**config.mk**
```make
export PLATFORM = sky130hd
export DESIGN_NAME = timer_counter_prs
export DESIGN_NICKNAME = d
export VERILOG_FILES = /design/src/rtl/timer_counter_prs.sv
export SDC_FILE = /design/constraint.sdc
export NUM_CORES = 1
export LEC_CHECK = 0
export CORE_ASPECT_RATIO = 1.75
export CORE_MARGIN = 2
export CORE_UTILIZATION = 40
export DETAILED_ROUTE_END_ITERATION = 10
export PLACE_DENSITY = 0.67
export SKIP_LAST_GASP = 1
export SYNTH_ARGS = -nofsm -noshare
export SYNTH_HDL_FRONTEND = slang
export SYNTH_SLANG_ARGS = --single-unit
```
**constraint.sdc**
```tcl
create_clock -name clk -period 3.6 [get_ports clk]
set_input_delay 0.54 -clock clk [delete_from_list [all_inputs] [get_ports clk]]
set_output_delay 0.54 -clock clk [all_outputs]
set_load 0.005 [all_outputs]
```
**src/rtl/timer_counter_prs.sv**
```systemverilog
// Segment-loadable up/down timer counter with power-of-two prescaler,
// compare match, wrap detection, sticky pending flags and a maskable interrupt.
module timer_counter_prs #(
  parameter int CNT_W = 64,
  parameter int SEG_W = 32,
  parameter int DIV_W = 4,
  localparam int NSEG  = CNT_W / SEG_W,
  localparam int PRS_W = (2**DIV_W) - 1
) (
  input  logic             clk,
  input  logic             rst_n,
  input  logic             cnt_en,
  input  logic             cnt_clr,
  input  logic             dir,
  input  logic             div_en,
  input  logic [DIV_W-1:0] div_val,
  input  logic [NSEG-1:0]  ld_sel,
  input  logic [CNT_W-1:0] ld_data,
  input  logic             cmp_en,
  input  logic [CNT_W-1:0] cmp_val,
  input  logic             cmp_ie,
  input  logic             ovf_ie,
  input  logic             cmp_clr,
  input  logic             ovf_clr,
  output logic [CNT_W-1:0] cnt,
  output logic             tick,
  output logic             cmp_match,
  output logic             ovf,
  output logic             cmp_pend,
  output logic             ovf_pend,
  output logic             irq
);

  logic [PRS_W-1:0] div_cnt;
  logic [PRS_W-1:0] div_term;
  logic [PRS_W-1:0] div_cnt_d;
  logic [CNT_W-1:0] cnt_load;
  logic [CNT_W-1:0] cnt_step;
  logic [CNT_W-1:0] cnt_d;
  logic             ld_any;
  logic             step;
  logic             wrap;

  // Terminal count 2**div_val-1 built as a thermometer mask of div_val ones.
  always_comb begin
    div_term = '0;
    for (int i = 0; i < PRS_W; i++) begin
      div_term[i] = (i < int'(div_val));
    end
  end

  assign tick   = cnt_en & (~div_en | (div_cnt == div_term));
  assign ld_any = |ld_sel;
  assign step   = tick & ~cnt_clr & ~ld_any;

  // Unselected segments keep their current value.
  always_comb begin
    cnt_load = cnt;
    for (int i = 0; i < NSEG; i++) begin
      if (ld_sel[i]) begin
        cnt_load[i*SEG_W +: SEG_W] = ld_data[i*SEG_W +: SEG_W];
      end
    end
  end

  always_comb begin
    cnt_step = cnt + 1'b1;
    wrap     = &cnt;
    if (dir) begin
      cnt_step = cnt - 1'b1;
      wrap     = (cnt == '0);
    end
  end

  always_comb begin
    cnt_d = cnt;
    if (cnt_clr) begin
      cnt_d = '0;
    end else if (ld_any) begin
      cnt_d = cnt_load;
    end else if (step) begin
      cnt_d = cnt_step;
    end
  end

  // The prescaler keeps running through load cycles; only a clear resets it.
  always_comb begin
    div_cnt_d = div_cnt;
    if (cnt_clr) begin
      div_cnt_d = '0;
    end else if (cnt_en && div_en) begin
      div_cnt_d = tick ? '0 : div_cnt + 1'b1;
    end
  end

  always_ff @(posedge clk or negedge rst_n) begin
    if (!rst_n) begin
      cnt     <= '0;
      div_cnt <= '0;
    end else begin
      cnt     <= cnt_d;
      div_cnt <= div_cnt_d;
    end
  end

  // Event pulses only come from count steps, never from loads or clears.
  always_ff @(posedge clk or negedge rst_n) begin
    if (!rst_n) begin
      cmp_match <= 1'b0;
      ovf       <= 1'b0;
    end else begin
      cmp_match <= step & cmp_en & (cnt_step == cmp_val);
      ovf       <= step & wrap;
    end
  end

  // Set beats clear when both land on the same edge.
  always_ff @(posedge clk or negedge rst_n) begin
    if (!rst_n) begin
      cmp_pend <= 1'b0;
      ovf_pend <= 1'b0;
      irq      <= 1'b0;
    end else begin
      cmp_pend <= cmp_match | (cmp_pend & ~cmp_clr);
      ovf_pend <= ovf | (ovf_pend & ~ovf_clr);
      irq      <= (cmp_pend & cmp_ie) | (ovf_pend & ovf_ie);
    end
  end

endmodule
```
# Word level (Yosys, flattened, before mapping)
# Cells that the tools add are included.
# word_totals
regBits	84
in_bits	145
out_inout_bits	70
wordCells	67
# classes
n_addsub	3
order_cmp	15
n_eq_ne	4
n_mux	10
bitwise	19
n_reduce_logical	8
# ops
op	count
$mux W64	4
$add A64 B1 Y64 const B	1
$eq A64 B64 Y1	1
$logic_not A64 Y1	1
$mux W32	2
$reduce_and A64 Y1	1
$sub A64 B1 Y64 const B	1
$mux W15	3
$lt A4 B4 Y1 const A	7
$lt A3 B4 Y1 const A	4
$add A15 B1 Y15 const B	1
$eq A15 B15 Y1	1
$and A1 B1 Y1	10
$lt A1 B4 Y1 const A	2
$lt A2 B4 Y1 const A	2
$ne A3 B3 Y1 const B	2
$not A1 Y1	5
$or A1 B1 Y1	4
$reduce_and A2 Y1	2
$reduce_bool A3 Y1	1
$reduce_bool A2 Y1	1
$reduce_or A2 Y1	1
$logic_and A1 B1 Y1	1
$mux W1	1

# Logic depth before layout (Yosys ltp)
# Gate-level depths: netlist of run 1.
# depth
depth_word	9
depth_mapped	14

# Worst setup path after synthesis of run 1
# No wires, ideal clock.
# synth_path
path_type	input -> register
startpoint	input dir
endpoint	register cmp_match
arrival_ps	3551
t_required_ps	3532
setup_slack_ps	-19
stages	14
n_path_buf	1
path_cell_list	ha_1 -> clkbuf_1 -> nand4_1 -> or3_1 -> nor2b_1 -> o31ai_1 -> a31oi_1 -> nor3_1 -> o21ba_2 -> xnor2_1 -> xor2_1 -> a2111o_1 -> a2111oi_0 -> and4_1
# synth_between
elab_chain_cells	3
# synth_rtl
item	line	source
from (decl)	14	input logic dir,
$mux W64	69	if (dir) begin
$eq A64 B64 Y1	112	cmp_match <= step & cmp_en & (cnt_step == cmp_val);
$and A1 B1 Y1	112	
to (signal assigned)	112	
to (decl)	27	output logic cmp_match,
# No other way between the ends.
# A chain may end at the register's enable or synchronous reset.

# Worst setup path in the final report of run 1
# Same ends and word-level chain as after synthesis.

==> summary.txt, run 1 <==
Run status
  • Status: finished, violations left
  • Failing checks: negative setup slack

Place
  • Dpl hpwl: 48800 µm
  • Routability cong.: roughly 1.1
  • Buffers on Ports: 214

STA
  • Setup slack after layout: -241 ps
  • Skew final: roughly 24 ps
  • Worst hold margin: roughly 180 ps
  • Rel. slew slack: 0.338
  • Achievable Freq: about 260 MHz
  • Fin. max-slew vios: 0
  • Minimum clock period: a little under 4000 ps
  • RSZ-0062 raised after global routing: true
  • Final setup TNS: -241 ps
  • # setup viols final: 1
  • Final Cycle Share: 1.07
  • Final count of hold timing violations: 0
  • Slew @ Worst Pin: roughly 1000 ps

Synth
  • Register area share after synthesis: 0.203
  • Ys flop type: dfrtp_1
  • Post-Synth XOR/XNOR Area: 0.102
  • Largest family of logic cells by synthesized area: compound AO/OA/AOI/OAI gates
  • Area share of the largest cell type after synthesis: 0.203
  • Yosys cell types: 84
  • Complex-gate fraction of the synthesized area: 0.285
  • Largest area contributor in the netlist: dfrtp_1
  • Number of synthesized flops with an enable pin: 0
  • Syn avg cell area: 7.37 µm²
  • Mux contribution to synthesized area: 0.0310
  • Synth Area in Adders: 0.0782
  • Top post-synthesis cells by area: dfrtp_1, ha_1, a21oi_1
  • Post-Synthesis Cells: 1401
  • Yosys reg bits: 84
  • Post-synthesis instance area: 10300 µm²
  • Async SR Flop Fraction: 1.00
  • Post-synthesis simple-gate area fraction: 0.255
  • Yosys warning total: 0
  • Synthesized Nets: between 1500 and 2000

Floorplanning
  • Core Footprint: 25300 µm²
  • Initial Util: 0.408
  • Die ar.: around 27000 µm²
  • # IOs: between 200 and 250
  • Die width: around 130 µm
  • Die Ht: 217 µm
  • Row Count: 77

GRT
  • Gr usage total: 0.420
  • Largest net degree at the start of global routing: roughly 100
  • First-pass GRT wire length: about 85000 µm
  • Initial antenna violation count: 3
  • Vias in the first global route: approximately 15000
  • Grt total ovfl: 0

CTS
  • CTS root buffer: clkbuf_16
  • CTS tree: built
  • Clock Path Buffers: 2
  • CTS sink count: 84
  • Clk pin slew, worst setup/hold paths: 90 ps
  • Total CTS buffers: 9
  • # hold bufs at CTS: 0
  • H-tree depth: 3
  • Clock Latency Late Sink: around 400 ps

Worst setup path
  • R2r setup slk: -160 ps
  • Buffers and inverters on the worst path: 4
  • CP max-delay cell: nor4_1
  • Crit path launch type: input port
  • Max stage delay on crit path: 520 ps
  • Crit path kind: in2reg
  • Most frequent CP cell: nand4_1
  • Worst Path Max Fanout: 22
  • CP top delay family: simple AND/OR/NAND/NOR gates
  • Setup crit end kind: register
  • CP required: around 4000 ps
  • Crit path cell chain: buf_6 > buf_12 > ha_1 > nand4_1 > buf_4 > nor4_1 > nand2_1 > a31oi_1 > nor3b_1 > a31oi_2 > nand4_1 > nor3_2 > buf_4 > nand4_1 > a2111oi_2 > and4_1
  • Worst Path Arrival: approximately 4200 ps

Detailed routing
  • Vias: around 14000
  • First-pass DRT Iterations: 5
  • Residual DRC: 0
  • Initial DRC Count: about 1100
  • Wire per inst: around 25 µm
  • Vias per std cell: between 6 and 7
  • Routed wire length: about 58000 µm
  • Post-route ant nets: 0

Pwr
  • Cell Pwr Density: around 360 nW/µm²
  • Worst IR Drop VDD: ~250 µV
  • Leakage power: a little under 0.008 µW

Final layout
  • Area grow syn2layout: 68.3%
  • Nets: roughly 2300
  • Share of layout cells above drive strength 1: 0.316

Run
  • Max_cap viols: 0

Min path
  • Hold Path Class: in2async
## cells in the mapped netlist, drive strengths merged, types with 35 or more instances
cell type,count
nand3,39
o21ai,111
o31ai,37
a21oi,134
xor2,38
nand2,161
nor2,115
inv,35
clkbuf,68
dfrtp,84
ha,63
xnor2,75
nor4,40
nand4,66
## area by class of cell
cell class,instances,area (µm²)
Clock buffer,9,225
Fill cell,2236,7950
Tap cell,316,395
Inverter,35,131
Antenna cell,3,7.51
Clock inverter,7,70.1
Sequential cell,84,2100
Timing Repair Buffer,721,6030
Multi-Input combinational cell,1200,8420
## cells in the final DEF, fill, tap and decap left out, types with 7 or more instances in the layout
cell             count
buf_4              499
clkdlybuf4s50_1    210
nand2_1            157
a21oi_1            124
nor2_1             109
o21ai_0             93
dfrtp_1             83
xnor2_1             67
nand4_1             66
ha_1                49
nand3_1             37
xor2_1              36
inv_1               33
o31ai_1             33
nor4_1              33
a21o_1              25
mux2i_1             22
nor3_1              19
a22o_1              18
o21ai_1             16
o21bai_1            15
a31oi_1             13
nand2b_1            13
nor2b_1             12
ha_4                11
o211ai_1            10
o21a_1              10
and3_1               9
a21oi_2              9
nor3_2               9
clkbuf_16            9
mux2_2               8
or3_1                7
## worst paths after layout
kind                              to    start  depth (start not counted)
setup / recovery           cmp_match      dir                         16
hold / removal             cmp_match    rst_n                          1
setup reg to reg           cmp_match  cnt[15]                         16
hold reg to reg             ovf_pend      ovf                          1
max in group asynchronous    cnt[13]    rst_n                          2
min in group clk            ovf_pend      ovf                          1
## layer usage
metal,share of wire,GRT usage,vias to the layer above
met1,0.31,0.372,6701
met2,0.50,0.748,717
met5,0,0,-
li1,-,-,6548
met3,0.054,0.0778,328
met4,0.14,0.463,0
## power by group
part	internal (µW)	switching, µW	total, µW	leakage (µW)
registers	1020	79.5	1100	0.00111
logic	2030	2070	4100	0.00655
clock network	487	538	1030	0.000135
total	3530	2690	6220	0.00779
## flip-flops by register name, indices dropped and copies added (netlist names)
register and flops:
irq 1, div_cnt 15, ovf 1, cmp_match 1
cnt 64, ovf_pend 1, cmp_pend 1
## kinds of logic after synthesis
group | Yosys count
simple gates | 535
compound gates | 454
buf+inv | 117
xor+xnor | 116
flops | 84
fa+ha+maj | 64
mux | 31
## per-stage QoR
stage,power (µW),utilization,instances,setup slack (ps),instance area (µm²)
floorplan,2680,-,1401,17.4,10300
global placement,4860,0.644,2340,-1020,16300
detailed placement,4880,0.644,2340,-1000,16300
CTS,6040,0.672,2367,-176,17000
global route,6480,0.686,2375,-393,17400
finish,6220,0.686,2375,-241,17400
## timing repair
action	in CTS	in global routing
endpoints found under the hold margin	0	0
setup endpoints to repair	7	8
resized for setup	69	61
pin swaps	29	31
setup buffers	11	5
Note: power is estimated with default switching activity, not from simulation.
==> inputs of run 2 (changes only) <==
- ABC_AREA: default -> 1
- CORE_MARGIN: 2 -> default
- PLACE_DENSITY: 0.67 -> 0.66
==> run 2 against run 1 <==
  * The run now fails in global routing (5_1_grt)
  * Area after synthesis rose by 11%
  * Synthesized cell count up 45%
==> summary.txt, run 2 <==
Run status
  • Status: did not finish
  • Stopped at: global routing (5_1_grt)
  • First error: [ERROR GRT-0116] Global routing finished with congestion. Check the congestion regions in the DRC Viewer.

Synth
  • Yosys cell types: 43
  • Synthesized Nets: between 2000 and 2500
  • Syn avg cell area: between 5 and 6 µm²
  • Post-Synthesis Cells: 2034
  • Synth top cells by count: nand2_1, inv_1, nor2_1
  • Yosys warning total: 0
  • Yosys reg bits: 84
  • Cell with the most instances after synthesis: nand2_1
  • Async SR Flop Fraction: 1.00
  • Largest area contributor in the netlist: nand2_1
  • Ys flop type: dfrtp_1
  • Number of synthesized flops with an enable pin: 0
  • Top post-synthesis cells by area: nand2_1, dfrtp_1, inv_1
  • Post-synthesis instance area: around 11000 µm²
  • Register area share after synthesis: 0.183
  • Area share of the largest cell type after synthesis: 0.223

Floorplanning
  • Row Count: 81
  • # IOs: 215
  • Die width: roughly 130 µm
  • Initial Util: 0.409
  • Die Ht: ~230 µm

CTS
  • H-tree depth: 3
  • CTS sink count: 84
  • Post-CTS setup buffers: 0
  • CTS root buffer: clkbuf_16
  • Total CTS buffers: 9
  • # hold bufs at CTS: 0
  • Clock Path Buffers: 2
  • Post-CTS Resized: 0

GRT
  • Gr usage total: 0.522
  • Vias in the first global route: around 16000
  • Grt total ovfl: 18
  • First-pass GRT wire length: ~110000 µm
  • Largest net degree at the start of global routing: 66

Place
  • Placed cell area: 15700 µm²
  • Dpl hpwl: between 50000 and 60000 µm
  • Routability cong.: around 1.1
  • Placed cells: about 2800
  • Buffers on Ports: 214
==> run 2: changes by cell type after synthesis, sizes merged, moves of 30 or more <==
cell,before,now
nand4,66,24
nand3,39,177
nand3b,4,34
nand2,161,698
a21oi,134,78
xnor2,75,2
nor2,115,195
inv,35,365
o31ai,37,2
clkbuf,68,26
o2111ai,3,63
==> run 2: logic make-up after synthesis <==
logic type / Yosys count / synth area share
AO/OA/AOI/OAI: 284 / 0.156
XOR/XNOR: 18 / 0.0173
adder cells (fa/ha/maj): 64 / 0.0704
buffers and inverters: 402 / 0.134
flip-flops: 84 / 0.183
AND/OR/NAND/NOR: 1182 / 0.440
==> run 2: per-layer routing <==
layer  global-route usage  overflow
met5               0.0660         0
met4                0.519         9
met3                0.247         0
met2                0.790         9
met1                0.502         0
==> run 2: per-stage QoR <==
| step | setup WS, ps | utilization |
|---|---|---|
| 3_3_place_gp | -132 | 0.558 |
| 2_1_floorplan | 1150 | - |
| 3_5_place_dp | -162 | 0.558 |
| 4_1_cts | 246 | 0.568 |
==> inputs of run 3 (changes only) <==
- CORE_ASPECT_RATIO: 1.75 -> default
- CORE_UTILIZATION: 40 -> 25
- PLACE_DENSITY: 0.66 -> default
- PLACE_DENSITY_LB_ADDON: default -> 0.15
- clock period: 3.6 -> 4.7 ns (I/O delays scaled with it)
==> run 3 against run 2 <==
  * The run now ends clean
  * Area after synthesis is the same
  * Synthesized cell count unchanged
==> summary.txt, run 3 <==
Run status
  • Status: complete, no violations

Worst setup path
  • R2r setup slk: roughly 1300 ps
  • Most frequent CP cell: nand2_1
  • Crit path to: tick
  • Worst Path Arrival: 3360 ps
  • Crit path from: div_val[1]
  • Crit path cell chain: clkdlybuf4s50_1 > nor2_2 > inv_1 > nand2_1 > nand2_1 > nand2_1 > nand2_1 > nand2_1 > nor2_1 > nand3_1 > nand2_1 > nand2_2 > inv_1 > clkdlybuf4s50_1
  • R2r endpoint: cmp_match
  • Reg2Reg Depth: 21
  • Buffers and inverters on the worst path: 4
  • Crit path launch type: input port
  • RR Startpoint: cnt[0]
  • CP required: roughly 4000 ps
  • Critical Path Stages: 14
  • Setup crit end kind: output pin
  • CP top delay family: buffers and inverters
  • CP max-delay cell: clkdlybuf4s50_1
  • Worst Path Max Fanout: 12
  • Crit path kind: in2out
  • Max stage delay on crit path: around 690 ps

Synth
  • Yosys warning total: 0
  • Post-synthesis instance area: 11500 µm²
  • Yosys cell types: 43
  • Top post-synthesis cells by area: nand2_1, dfrtp_1, inv_1
  • Area share of the largest cell type after synthesis: 0.223
  • Number of synthesized flops with an enable pin: 0
  • Cell with the most instances after synthesis: nand2_1
  • Post-Synthesis Cells: 2034
  • Register area share after synthesis: 0.183
  • Yosys reg bits: 84
  • Largest family of logic cells by synthesized area: simple AND/OR/NAND/NOR gates
  • Post-synthesis simple-gate area fraction: 0.440
  • Complex-gate fraction of the synthesized area: 0.156
  • Synthesized Nets: about 2200
  • Post-Synth XOR/XNOR Area: 0.0173
  • Synth Area in Adders: 0.0704
  • Async SR Flop Fraction: 1.00
  • Synth top cells by count: nand2_1, inv_1, nor2_1
  • Largest area contributor in the netlist: nand2_1
  • Mux contribution to synthesized area: 0
  • Ys flop type: dfrtp_1
  • Syn avg cell area: between 5 and 6 µm²

Detailed routing
  • Wire per inst: just under 20 µm
  • Initial DRC Count: 1128
  • Vias: approximately 14000
  • Routed wire length: 56400 µm
  • Residual DRC: 0
  • First-pass DRT Iterations: 6
  • Post-route ant nets: 0
  • Vias per std cell: between 4 and 5

CTS
  • Post-CTS Resized: 0
  • # hold bufs at CTS: 0
  • Clock Latency Late Sink: 380 ps
  • Clk pin slew, worst setup/hold paths: approximately 80 ps
  • H-tree depth: 3
  • Clock Path Buffers: 2
  • CTS sink count: between 80 and 90
  • Post-CTS setup buffers: 0
  • CTS root buffer: clkbuf_16
  • CTS tree: built
  • Total CTS buffers: 9

STA
  • RSZ-0062 raised after global routing: false
  • Skew final: ~15 ps
  • Fin. max-slew vios: 0
  • Achievable Freq: ~250 MHz
  • # setup viols final: 0
  • Rel. slew slack: 0.327
  • Minimum clock period: 4060 ps
  • Final Cycle Share: 0.864
  • Setup slack after layout: ~640 ps
  • Slew @ Worst Pin: around 1000 ps
  • Final setup TNS: 0 ps
  • Final count of hold timing violations: 0

Final layout
  • Most common cell after layout, fill and taps aside: nand2_1
  • Area grow syn2layout: 27.3%
  • Share of layout cells above drive strength 1: 0.0299
  • Nets: around 2400
  • Regs by FF count: cnt: 64 flops, div_cnt: 15 flops
  • Filler Cells Inserted: a little over 5000
  • Max FFs per register: 64
  • Largest Register: cnt
  • Commonest non-fill, non-tap cells in the layout: nand2_1, inv_1, clkdlybuf4s50_1

Place
  • DP Worst Slack: around 540 ps
  • Dpl hpwl: between 40000 and 50000 µm
  • Routability cong.: 0.995
  • Buffers on Ports: around 210

GRT
  • Gr usage total: 0.239
  • Largest net degree at the start of global routing: between 60 and 70
  • Initial antenna violation count: 4
  • First-pass GRT wire length: between 80000 and 90000 µm
  • Vias in the first global route: 13500
  • Grt total ovfl: 0

Pwr
  • Leakage power: between 0.007 and 0.008 µW
  • Cell Pwr Density: approximately 250 nW/µm²
  • Total power draw: 3590 µW
  • Worst IR Drop VDD: ~140 µV

Floorplanning
  • Initial Util: 0.253
  • Row Count: about 80
  • Core Footprint: roughly 45000 µm²
  • # IOs: ~220
  • Die ar.: around 47000 µm²
  • Die Ht: approximately 220 µm
  • Die width: about 220 µm

Min path
  • Hold Path Class: in2async

Run
  • Max_cap viols: 0
[run 3: cell counts after synthesis]
No cell type changed its count.
[run 3: worst reg2reg max path, stage by stage, from the launching register on]
cell and delay [ps]:
dfrtp_1 460, inv_1 140, fa_1 450, inv_1 90, nand3_1 80, nand2_2 190, nand2_1 110, nand2_1 110
nand2_1 120, nand2_2 170, nand3_1 130, nand2_1 180, nand2_1 90, nand2_1 110, nand2_1 60, nand2_1 150
nand3_1 120, nor2_1 120, nand2_1 100, nor2_1 160, nand3_1 110, nor2_1 110
[run 3: worst min path at each step]
stage          depth (start not counted)   endpoint
3_3_place_gp                           1        irq
3_5_place_dp                           1        irq
6_report                               1    cnt[52]
5_1_grt                                1    cnt[53]
2_1_floorplan                          0  cmp_match
4_1_cts                                1    cnt[55]
[run 3: final cells by class]
cell class	instances	area, µm²	area share
Sequential cell	84	2100	0.144
Antenna cell	1	2.50	0.000171
Clock inverter	6	47.5	0.00325
Inverter	365	1370	0.0938
Multi-Input combinational cell	1548	7850	0.537
Timing Repair Buffer	226	2250	0.154
Tap cell	600	751	0.0514
Clock buffer	10	239	0.0164
[run 3: logic make-up after synthesis]
family,after synthesis
xor+xnor,18
compound gates,284
simple gates,1182
fa+ha+maj,64
buf+inv,402
flops,84
[run 3: per-layer routing]
| layer | global-route usage | vias to the layer above | share of wire |
|---|---|---|---|
| met5 | 0 | - | 0.0010 |
| met4 | 0.0580 | 8 | 0.019 |
| met3 | 0.0408 | 51 | 0.068 |
| met2 | 0.374 | 443 | 0.44 |
| met1 | 0.337 | 6686 | 0.47 |
| li1 | - | 7009 | - |
[run 3: metrics by stage]
stage	area [µm²]	hold WS (ps)	util	instances
finish	14600	397	0.323	2840
global route	14600	448	0.323	2839
floorplan	11500	409	-	2034
detailed placement	14300	514	0.316	2823
CTS	14600	415	0.323	2839
global placement	14300	510	0.316	2823
[run 3: power breakdown]
group	internal (µW)	total [µW]	switching (µW)	leakage [µW]
clock network	377	734	357	0.000133
registers	780	896	116	0.00110
logic	703	1960	1250	0.00599
